### src/rtl/vga_scanout_reader_pkg.sv
// Shared 640x480@60 timing constants, cell geometry and address packing for the VGA scanout reader.
package vga_scanout_reader_pkg;

  localparam int H_ACTIVE = 640;
  localparam int H_FP     = 16;
  localparam int H_SYNC   = 96;
  localparam int H_BP     = 48;
  localparam int V_ACTIVE = 480;
  localparam int V_FP     = 10;
  localparam int V_SYNC   = 2;
  localparam int V_BP     = 33;

  localparam int H_TOTAL = H_ACTIVE + H_FP + H_SYNC + H_BP;
  localparam int V_TOTAL = V_ACTIVE + V_FP + V_SYNC + V_BP;

  localparam int COUNT_W    = 10;
  localparam int CELL_COLS  = 20;
  localparam int CELL_ROWS  = 30;
  localparam int CELL_COL_W = 5;
  localparam int CELL_ROW_W = 5;
  localparam int ADDR_W     = CELL_ROW_W + CELL_COL_W;
  localparam int RGB_W      = 3;

  typedef logic [COUNT_W-1:0] count_t;
  typedef logic [ADDR_W-1:0]  addr_t;
  typedef logic [RGB_W-1:0]   rgb_t;

  typedef struct packed {
    logic   valid;
    count_t col;
    count_t row;
    logic   hsync;
    logic   vsync;
    logic   vblank;
    logic   visible;
  } pix_info_t;

  // A cell is 32x16 pixels, so the cell coordinates are just the upper counter bits.
  function automatic addr_t cell_addr(input logic [CELL_ROW_W-1:0] cell_row,
                                      input logic [CELL_COL_W-1:0] cell_col);
    return {cell_row, cell_col};
  endfunction

endpackage

### src/rtl/vga_scanout_reader_if.sv
// Video-memory read bus between the scanout reader (master) and the memory (slave).
interface vga_scanout_reader_if;
  import vga_scanout_reader_pkg::*;

  rgb_t  iPixelData;
  addr_t oReadAddress;
  logic  oReadEnable;

  modport master (input iPixelData, output oReadAddress, output oReadEnable);
  modport slave  (output iPixelData, input oReadAddress, input oReadEnable);

endinterface

### src/rtl/vga_timing_gen.sv
// Horizontal/vertical counters at half the clock rate with sync, visible and blanking decode.
module vga_timing_gen
  import vga_scanout_reader_pkg::*;
(
  input  logic   clk,
  input  logic   rst_n,
  output logic   pix_en,
  output count_t col,
  output count_t row,
  output logic   hsync,
  output logic   vsync,
  output logic   visible,
  output logic   vblank
);

  always_ff @(posedge clk or negedge rst_n) begin
    if (!rst_n) begin
      pix_en <= 1'b0;
      col    <= '0;
      row    <= '0;
    end else begin
      pix_en <= ~pix_en;
      if (pix_en) begin
        if (col == COUNT_W'(H_TOTAL - 1)) begin
          col <= '0;
          row <= (row == COUNT_W'(V_TOTAL - 1)) ? '0 : row + 10'd1;
        end else begin
          col <= col + 10'd1;
        end
      end
    end
  end

  assign hsync   = !((col >= COUNT_W'(H_ACTIVE + H_FP)) && (col < COUNT_W'(H_ACTIVE + H_FP + H_SYNC)));
  assign vsync   = !((row >= COUNT_W'(V_ACTIVE + V_FP)) && (row < COUNT_W'(V_ACTIVE + V_FP + V_SYNC)));
  assign visible = (col < COUNT_W'(H_ACTIVE)) && (row < COUNT_W'(V_ACTIVE));
  assign vblank  = (row >= COUNT_W'(V_ACTIVE));

endmodule

### src/rtl/vga_scanout_reader.sv
// VGA scanout reader: fetches 32x16-pixel cells from video memory and drives registered RGB/sync.
// Define SCANOUT_LINEBUF_EN to fetch each cell-row once into a 20-entry line buffer during h-blank.
module vga_scanout_reader
  import vga_scanout_reader_pkg::*;
(
  input  logic                 Clock,
  input  logic                 Reset,
  vga_scanout_reader_if.master mem,
  output logic                 oHorizontalSync,
  output logic                 oVerticalSync,
  output logic                 oRed,
  output logic                 oGreen,
  output logic                 oBlue,
  output count_t               oColumnCount,
  output count_t               oRowCount,
  output logic                 oVBlank,
  output logic                 oFrameStart
);

  logic      pix_en;
  logic      hsync;
  logic      vsync;
  logic      visible;
  logic      vblank;
  count_t    col;
  count_t    row;
  pix_info_t s1;
  rgb_t      rgb;

  vga_timing_gen u_timing (
    .clk     (Clock),
    .rst_n   (Reset),
    .pix_en  (pix_en),
    .col     (col),
    .row     (row),
    .hsync   (hsync),
    .vsync   (vsync),
    .visible (visible),
    .vblank  (vblank)
  );

`ifdef SCANOUT_LINEBUF_EN
  // Fetch window starts at column 672 (cell 21) so no fetch overlaps a visible output pixel.
  localparam logic [CELL_COL_W-1:0] FILL_CELL = 5'd21;

  rgb_t                  line_buf [CELL_COLS];
  logic                  s1_fill;
  logic [CELL_COL_W-1:0] s1_idx;
  logic                  load_line;
  logic                  fill_win;
  logic [CELL_ROW_W-1:0] fill_row;

  assign load_line = (row[3:0] == 4'hF) || (row == COUNT_W'(V_TOTAL - 1));
  assign fill_row  = (row == COUNT_W'(V_TOTAL - 1)) ? '0 : row[8:4] + 5'd1;
  assign fill_win  = load_line && (col[9:5] == FILL_CELL) && (col[4:0] < 5'(CELL_COLS));

  always_ff @(posedge Clock or negedge Reset) begin
    if (!Reset) begin
      mem.oReadEnable  <= 1'b0;
      mem.oReadAddress <= '0;
      s1_fill          <= 1'b0;
      s1_idx           <= '0;
      for (int i = 0; i < CELL_COLS; i++) line_buf[i] <= '0;
    end else if (!pix_en) begin
      mem.oReadEnable <= fill_win;
      if (fill_win) mem.oReadAddress <= cell_addr(fill_row, col[4:0]);
      if (s1_fill) line_buf[s1_idx] <= mem.iPixelData;
    end else begin
      mem.oReadEnable <= 1'b0;
      s1_fill         <= mem.oReadEnable;
      s1_idx          <= mem.oReadAddress[CELL_COL_W-1:0];
    end
  end

  assign rgb = s1.visible ? line_buf[s1.col[9:5]] : '0;
`else
  // One read per visible pixel; the data returns just in time for the output register.
  always_ff @(posedge Clock or negedge Reset) begin
    if (!Reset) begin
      mem.oReadEnable  <= 1'b0;
      mem.oReadAddress <= '0;
    end else if (!pix_en) begin
      mem.oReadEnable <= visible;
      if (visible) mem.oReadAddress <= cell_addr(row[8:4], col[9:5]);
    end else begin
      mem.oReadEnable <= 1'b0;
    end
  end

  assign rgb = s1.visible ? mem.iPixelData : '0;
`endif

  // Pixel info is staged one clock so syncs and counts line up with the returning colour.
  always_ff @(posedge Clock or negedge Reset) begin
    if (!Reset) begin
      s1              <= '0;
      oHorizontalSync <= 1'b1;
      oVerticalSync   <= 1'b1;
      oRed            <= 1'b0;
      oGreen          <= 1'b0;
      oBlue           <= 1'b0;
      oColumnCount    <= '0;
      oRowCount       <= '0;
      oVBlank         <= 1'b0;
      oFrameStart     <= 1'b0;
    end else if (pix_en) begin
      s1 <= '{valid: 1'b1, col: col, row: row, hsync: hsync, vsync: vsync,
              vblank: vblank, visible: visible};
      oFrameStart <= 1'b0;
    end else if (s1.valid) begin
      oHorizontalSync <= s1.hsync;
      oVerticalSync   <= s1.vsync;
      {oRed, oGreen, oBlue} <= rgb;
      oColumnCount    <= s1.col;
      oRowCount       <= s1.row;
      oVBlank         <= s1.vblank;
      oFrameStart     <= (s1.col == '0) && (s1.row == '0);
    end
  end

endmodule
### src/flat_wrapper.sv
// flat-port wrapper written by rule: the top's interface ports become plain ports
module vga_scanout_reader_flat import vga_scanout_reader_pkg::*;
  (Clock, Reset, oHorizontalSync, oVerticalSync, oRed, oGreen, oBlue, oColumnCount, oRowCount, oVBlank, oFrameStart, mem_iPixelData, mem_oReadAddress, mem_oReadEnable);
  vga_scanout_reader_if mem_i ();
  input  logic Clock;
  input  logic Reset;
  output logic oHorizontalSync;
  output logic oVerticalSync;
  output logic oRed;
  output logic oGreen;
  output logic oBlue;
  output count_t oColumnCount;
  output count_t oRowCount;
  output logic oVBlank;
  output logic oFrameStart;
  input wire logic [$bits(mem_i.iPixelData)-1:0] mem_iPixelData;
  output wire logic [$bits(mem_i.oReadAddress)-1:0] mem_oReadAddress;
  output wire logic [$bits(mem_i.oReadEnable)-1:0] mem_oReadEnable;
  assign mem_i.iPixelData = mem_iPixelData;
  assign mem_oReadAddress = mem_i.oReadAddress;
  assign mem_oReadEnable = mem_i.oReadEnable;
  vga_scanout_reader u_core (.Clock(Clock), .Reset(Reset), .mem(mem_i), .oHorizontalSync(oHorizontalSync), .oVerticalSync(oVerticalSync), .oRed(oRed), .oGreen(oGreen), .oBlue(oBlue), .oColumnCount(oColumnCount), .oRowCount(oRowCount), .oVBlank(oVBlank), .oFrameStart(oFrameStart));
endmodule
### config.mk
export PLATFORM = sky130hd
export DESIGN_NAME = vga_scanout_reader_flat
export DESIGN_NICKNAME = d
export VERILOG_FILES = /design/src/rtl/vga_scanout_reader_pkg.sv /design/src/rtl/vga_scanout_reader_if.sv /design/src/rtl/vga_timing_gen.sv /design/src/rtl/vga_scanout_reader.sv /design/src/flat_wrapper.sv
export SDC_FILE = /design/constraint.sdc
export NUM_CORES = 1
export LEC_CHECK = 0
export CORE_MARGIN = 1.5
export CORE_UTILIZATION = 57
export CTS_BUF_LIST = sky130_fd_sc_hd__clkbuf_8
export CTS_CLUSTER_SIZE = 28
export DETAILED_ROUTE_END_ITERATION = 16
export PLACE_DENSITY = 0.8
export REMOVE_ABC_BUFFERS = 1
export SYNTH_ARGS = -nofsm -noshare
export SYNTH_HDL_FRONTEND = slang
export SYNTH_SLANG_ARGS = --single-unit
### constraint.sdc
create_clock -name Clock -period 2.2 [get_ports Clock]
set_clock_uncertainty 0.1 [all_clocks]
set_input_delay 0.44 -clock Clock [delete_from_list [all_inputs] [get_ports Clock]]
set_output_delay 0.44 -clock Clock [all_outputs]
set_load 0.05 [all_outputs]
-- After elaboration in Yosys (flattened, before gate mapping)
Cells that the tools add are included.
- memories kept: 0
- register bits: 84
- memory bits (read-only): 0
- output and inout bits: 38
- RAM bits: 0
- bits of input ports: 5
- latch bits: 0
- logic and storage cells: 51
- shift-type cells: 0
- multiplexer cells: 6
- reduce and logical (&&, ||, !) cells: 12
- multiply operators: 0
- div/mod/pow operators: 0
- equal/unequal tests: 2
- add/sub/neg operators: 2
- bitwise gates (word level): 1
- magnitude comparators: 7
- operators with widths (cell ; number):
    $add A10 B1 Y10 const B ; 2
    $eq A10 B10 Y1 const B ; 2
    $ge A10 B9 Y1 const B ; 2
    $logic_not A10 Y1 ; 2
    $lt A10 B10 Y1 const B ; 2
    $lt A10 B9 Y1 const B ; 2
    $mux W10 ; 2
    $ge A10 B10 Y1 const B ; 1
    $reduce_and A2 Y1 ; 3
    $logic_and A1 B1 Y1 ; 4
    $mux W1 ; 3
    $mux W3 ; 1
    $logic_not A1 Y1 ; 2
    $reduce_bool A2 Y1 ; 1
    $not A1 Y1 ; 1

-- Longest topological paths before layout
- depth after elaboration: 4
- mapped depth: 7
- gate-level depth less buffers: 6

-- Modules after synthesis
A second synthesis with hierarchy kept.
- cells, all modules: 259
- area, all modules: 3609.7 µm²
- modules (own cells, without submodules) (module ; seq. area each (µm²) ; times used ; area an instance (µm²) ; cells each):
    vga_scanout_reader ; 1579.0 ; 1 ; 2511.2 ; 148
    vga_timing_gen ; 525.5 ; 1 ; 1098.6 ; 111

-- Worst setup path before layout
Ideal clock, no wire load.
- path kind: flip-flop to flip-flop
- start point: register u_core.u_timing.row[0]
- end point: register u_core.u_timing.row[3]
- buffers on the path: 1
- slack: 438 ps
- data required time: 2008 ps
- data arrival time: 1570 ps
- clock period less this slack: 1762 ps
- setup time: 92 ps
- cell stages (with the launch flop): 8
- cells stage by stage: dfrtp_1 -> inv_1 -> ha_1 -> and4b_1 -> and3_1 -> or2_1 -> buf_6 -> o31ai_2
- word-level cells in the longest chain between the ends: 2
- elaborated cells between the ends (all ways): 3
- those cells by class: 1 x add/sub; 1 x eq/ne; 1 x mux
- RTL lines (item ; RTL line ; text):
    from (decl) ; vga_timing_gen.sv:9 ; output count_t row,
    from (signal assigned) ; vga_timing_gen.sv:26 ; row <= (row == COUNT_W'(V_TOTAL - 1)) ? '0 : row + 10'd1;
    $add A10 B1 Y10 / $eq A10 B10 Y1 (equally long branches) ; vga_timing_gen.sv:26 ;
    $mux W10 * ; vga_timing_gen.sv:26 ;
Every way passes the cells marked *; elsewhere a longest branch is shown, timed or not.
A chain may end at the register's enable or synchronous reset.

-- Final worst setup path
- start point: register u_core.oRowCount[6]
- end point: output port oRowCount[6]
- RTL lines (item ; RTL line ; text):
    from (decl) ; vga_scanout_reader.sv:15 ; output count_t oRowCount,
    from (signal assigned) ; vga_scanout_reader.sv:115 ; oRowCount <= s1.row;
    to (decl) ; flat_wrapper.sv:13 ; output count_t oRowCount;
No word-level cell between the ends.

==> results.md <==
- Run status: complete, no violations
- Clock edge transition at the registers on the reported setup and hold paths: 70 ps
- Slowest-stage cell, CP: sky130_fd_sc_hd__clkdlybuf4s50_1
- Total of warnings raised by yosys: 0
- Post-CTS Resized: 0
- Number of synthesized flops with an enable pin: 0
- Number of unique standard cell types used by synthesis: 38
- Post-Syn Area per Cell: 12.7 µm²
- Initial standard-cell utilization of the core: 0.596
- Chip Height: 82.2 µm
- Share of the synthesized area in the top cell type: 0.575
- Buffering stage count on the worst path with inverters included: 1
- Sum of overflow across all layers after global routing: 0
- Wire length of the first global-routing pass: 11.0 mm
- Count of buffers inserted at the top-level ports: 42
- Area of the mapped netlist: 0.00357 mm²
- Routed vias: 2,321
- Detailed-route wire length per cell: 16.3 µm
- Weighted congestion at the end of routability-driven global placement: 0.832
- Part of the Yosys area used for sequential elements: 0.589
- Hold Slack: 382 ps
- Library cell with the highest instance count after synthesis: sky130_fd_sc_hd__dfrtp_1
- Fraction of registers with async set/reset: 1.00
- Area contributors post-synth: sky130_fd_sc_hd__dfrtp_1, sky130_fd_sc_hd__mux2_2, sky130_fd_sc_hd__o21ai_0
- Final clock period utilization by the worst path: 0.942
- H-tree Lvls: 3
- Slew at the pin with the worst max-slew slack: 504 ps
- Top achievable clock speed: 0.482 GHz
- Maximum number of pins on one net before global-route repair: 35
- Core footprint: 0.00599 mm²
- Max_cap viols: 0
- Signed area change from the synthesized netlist to the final layout: 19.7%
- Most congested layer reported by global routing: met1
- Die Span X: 82.2 µm
- Power per Cell Area: 618 mW/mm²
- Inserted Clock Buffers: 9
- Critical path data arrival time: 1530 ps
- Detailed Route Iter0 Violations: 168
- TritonCTS clock tree: yes
- Leakage: 2.03 nW
- Number of setup buffers added after CTS: 0
- Slew Viols, Final: 0
- Switching part of the total power: 0.204
- Share of power burned in the clock network: 0.391
- TritonCTS sink count: 84
- Cell internal power dissipation: 0.00210 W
- Max-Slew Margin vs Limit: 0.663
- Fraction of power consumed by sequential logic: 0.586
- Die area: 0.00675 mm²
- Count of antenna-violating nets left after detailed routing: 0
- Crit start category: register
- Vias in the first global route: 2,175
- Top-level I/O count: 43
- First-pass iteration count of the detailed router: 4
- Non-Filler Instances: 408
- Cell count after synthesis: 281
- Sum of net half-perimeters after detailed placement: 4.66 mm
- Switching power: 0.000539 W
- DR vias/cell: 5.69
- VDD IR max: 0.461 mV
- Global Route met3 Usage: 0.0451
- Total of hold buffers inserted after clock tree synthesis: 1
- Worst-path cell chain: clkdlybuf4s50_1
- Drt total wl: 6.65 mm
- GR Layer Usage met2: 0.317
- Worst path top cell family by delay: buffers and inverters
- Antenna violations before repair: 0
- Number of nets in the final layout: 338
- Met1 layer usage reported by global route: 0.339
- Setup-failing EPs final: 0
- Final routed DRC violation total: 0
- GR Util All Layers: 0.227
- WP data required: 1660 ps
- Synth cell count leaders: sky130_fd_sc_hd__dfrtp_1, sky130_fd_sc_hd__mux2_2, sky130_fd_sc_hd__nand2_1
- Critical path's largest stage delay: 820 ps
- Crit path kind: register to primary output
- Number of register bits inferred by synthesis: 84
- Layout cell share with drive strength beyond 1: 0.252
- Highest net fanout along the worst path: 2
- Final critical path time including I/O delays and setup: 2070 ps
- Worst min-delay path class: register to register
- Clock Tree Buf Depth: 2
- Yosys top cell by area: sky130_fd_sc_hd__dfrtp_1
- Root Buffer: sky130_fd_sc_hd__clkbuf_8
- Final hold violation count: 0
- Combinational share of power: 0.023
- Diode count: 0
- Endpoint kind of the worst setup timing path: primary output
- Clk_lat worst skew: 350 ps
- Most used flip-flop cell after synthesis: sky130_fd_sc_hd__dfrtp_1
- Fillcell total: 417
- Core Rows: 28
- Placed insts: 391
- Unrepaired setup endpoints after global routing: no
-- cells in the final DEF, fill, tap and decap left out, types with 4 or more instances in the layout --
cell type,Yosys,final
sky130_fd_sc_hd__and3_1,11,11
sky130_fd_sc_hd__nor2_1,9,9
sky130_fd_sc_hd__o21ai_0,17,17
sky130_fd_sc_hd__inv_1,6,10
sky130_fd_sc_hd__nand3_1,7,7
sky130_fd_sc_hd__xor2_1,5,5
sky130_fd_sc_hd__nand4_1,5,5
sky130_fd_sc_hd__nand2b_1,4,4
sky130_fd_sc_hd__ha_1,5,5
sky130_fd_sc_hd__buf_4,0,12
sky130_fd_sc_hd__a21oi_1,4,4
sky130_fd_sc_hd__nand2_1,18,18
sky130_fd_sc_hd__nor4_1,6,6
sky130_fd_sc_hd__clkdlybuf4s50_1,0,39
sky130_fd_sc_hd__dfrtp_1,82,82
sky130_fd_sc_hd__nor3_1,5,5
sky130_fd_sc_hd__mux2_2,52,52
sky130_fd_sc_hd__clkbuf_8,0,10
-- path summary, 6_finish.rpt --
check                                              startpoint                            endpoint  slack (ps)  depth (start not counted)
hold reg to reg              u_core.oVerticalSync$_DFFE_PN1P_    u_core.oVerticalSync$_DFFE_PN1P_         380                          2
hold / removal               u_core.oVerticalSync$_DFFE_PN1P_    u_core.oVerticalSync$_DFFE_PN1P_         380                          2
setup / recovery              u_core.oRowCount[6]$_DFFE_PN0P_                        oRowCount[6]         130                          1
max in group asynchronous                               Reset  u_core.oHorizontalSync$_DFFE_PN1P_         890                          3
min in group asynchronous                               Reset  u_core.u_timing.row[1]$_DFFE_PN0P_         470                          2
setup reg to reg           u_core.u_timing.col[5]$_DFFE_PN0P_  u_core.u_timing.row[3]$_DFFE_PN0P_         290                          4
-- sequential cells by signal, indices dropped and copies added (netlist names), 10 cells and up --
register                 flops
u_core.mem.oReadAddress     10
u_core.oColumnCount         10
u_core.oRowCount            10
u_core.s1                   25
u_core.u_timing.col         10
u_core.u_timing.row         10
-- kinds of logic (layout without fill, tap and decap cells) --
logic type               after synthesis  count (layout)  share of synthesized area
flip-flops                            84              84                      0.589
AO/OA/AOI/OAI                         36              36                     0.0659
XOR/XNOR                               8               8                     0.0196
buffers and inverters                 23              75                     0.0312
adder cells (fa/ha/maj)                5               5                     0.0175
multiplexers                          53              53                      0.167
AND/OR/NAND/NOR                       72              72                      0.110
-- power groups by stage --
| stage | logic (W) | clock network, W | registers (W) |
|---|---|---|---|
| 3_3_place_gp | 0.0000601 | 0 | 0.00158 |
| 4_1_cts | 0.0000629 | 0.00105 | 0.00155 |
| 2_1_floorplan | 0.00000277 | 0 | 0.00159 |
| 5_1_grt | 0.0000692 | 0.00112 | 0.00155 |
| 3_5_place_dp | 0.0000613 | 0 | 0.00158 |
| 6_report | 0.0000601 | 0.00103 | 0.00155 |
-- metrics by stage --
stage	utilization	setup slack [ps]	setup TNS, ps	instance area (µm²)	total power (W)
floorplan	-	-200	-4820	3480	0.00159
finish	0.713	127	0	4270	0.00264
global route	0.713	79.5	0	4270	0.00274
detailed placement	0.680	294	0	4080	0.00164
CTS	0.713	110	0	4270	0.00266
global placement	0.680	356	0	4080	0.00164
-- layout make-up --
class | count | area, µm² | share of cell area
Timing Repair Buffer | 53 | 510 | 0.119
Clock buffer | 10 | 138 | 0.0322
Clock inverter | 6 | 50.0 | 0.0117
Sequential cell | 84 | 2100 | 0.492
Tap cell | 75 | 93.8 | 0.0220
Multi-Input combinational cell | 174 | 1360 | 0.317
Inverter | 6 | 22.5 | 0.00527
-- per-layer routing --
metal / vias to the layer above / part of all wire
met5: - / 0
met4: 0 / 0.013
met3: 9 / 0.049
met2: 65 / 0.44
met1: 1150 / 0.49
li1: 1097 / -
No activity file was read; power rests on OpenSTA's default activity.
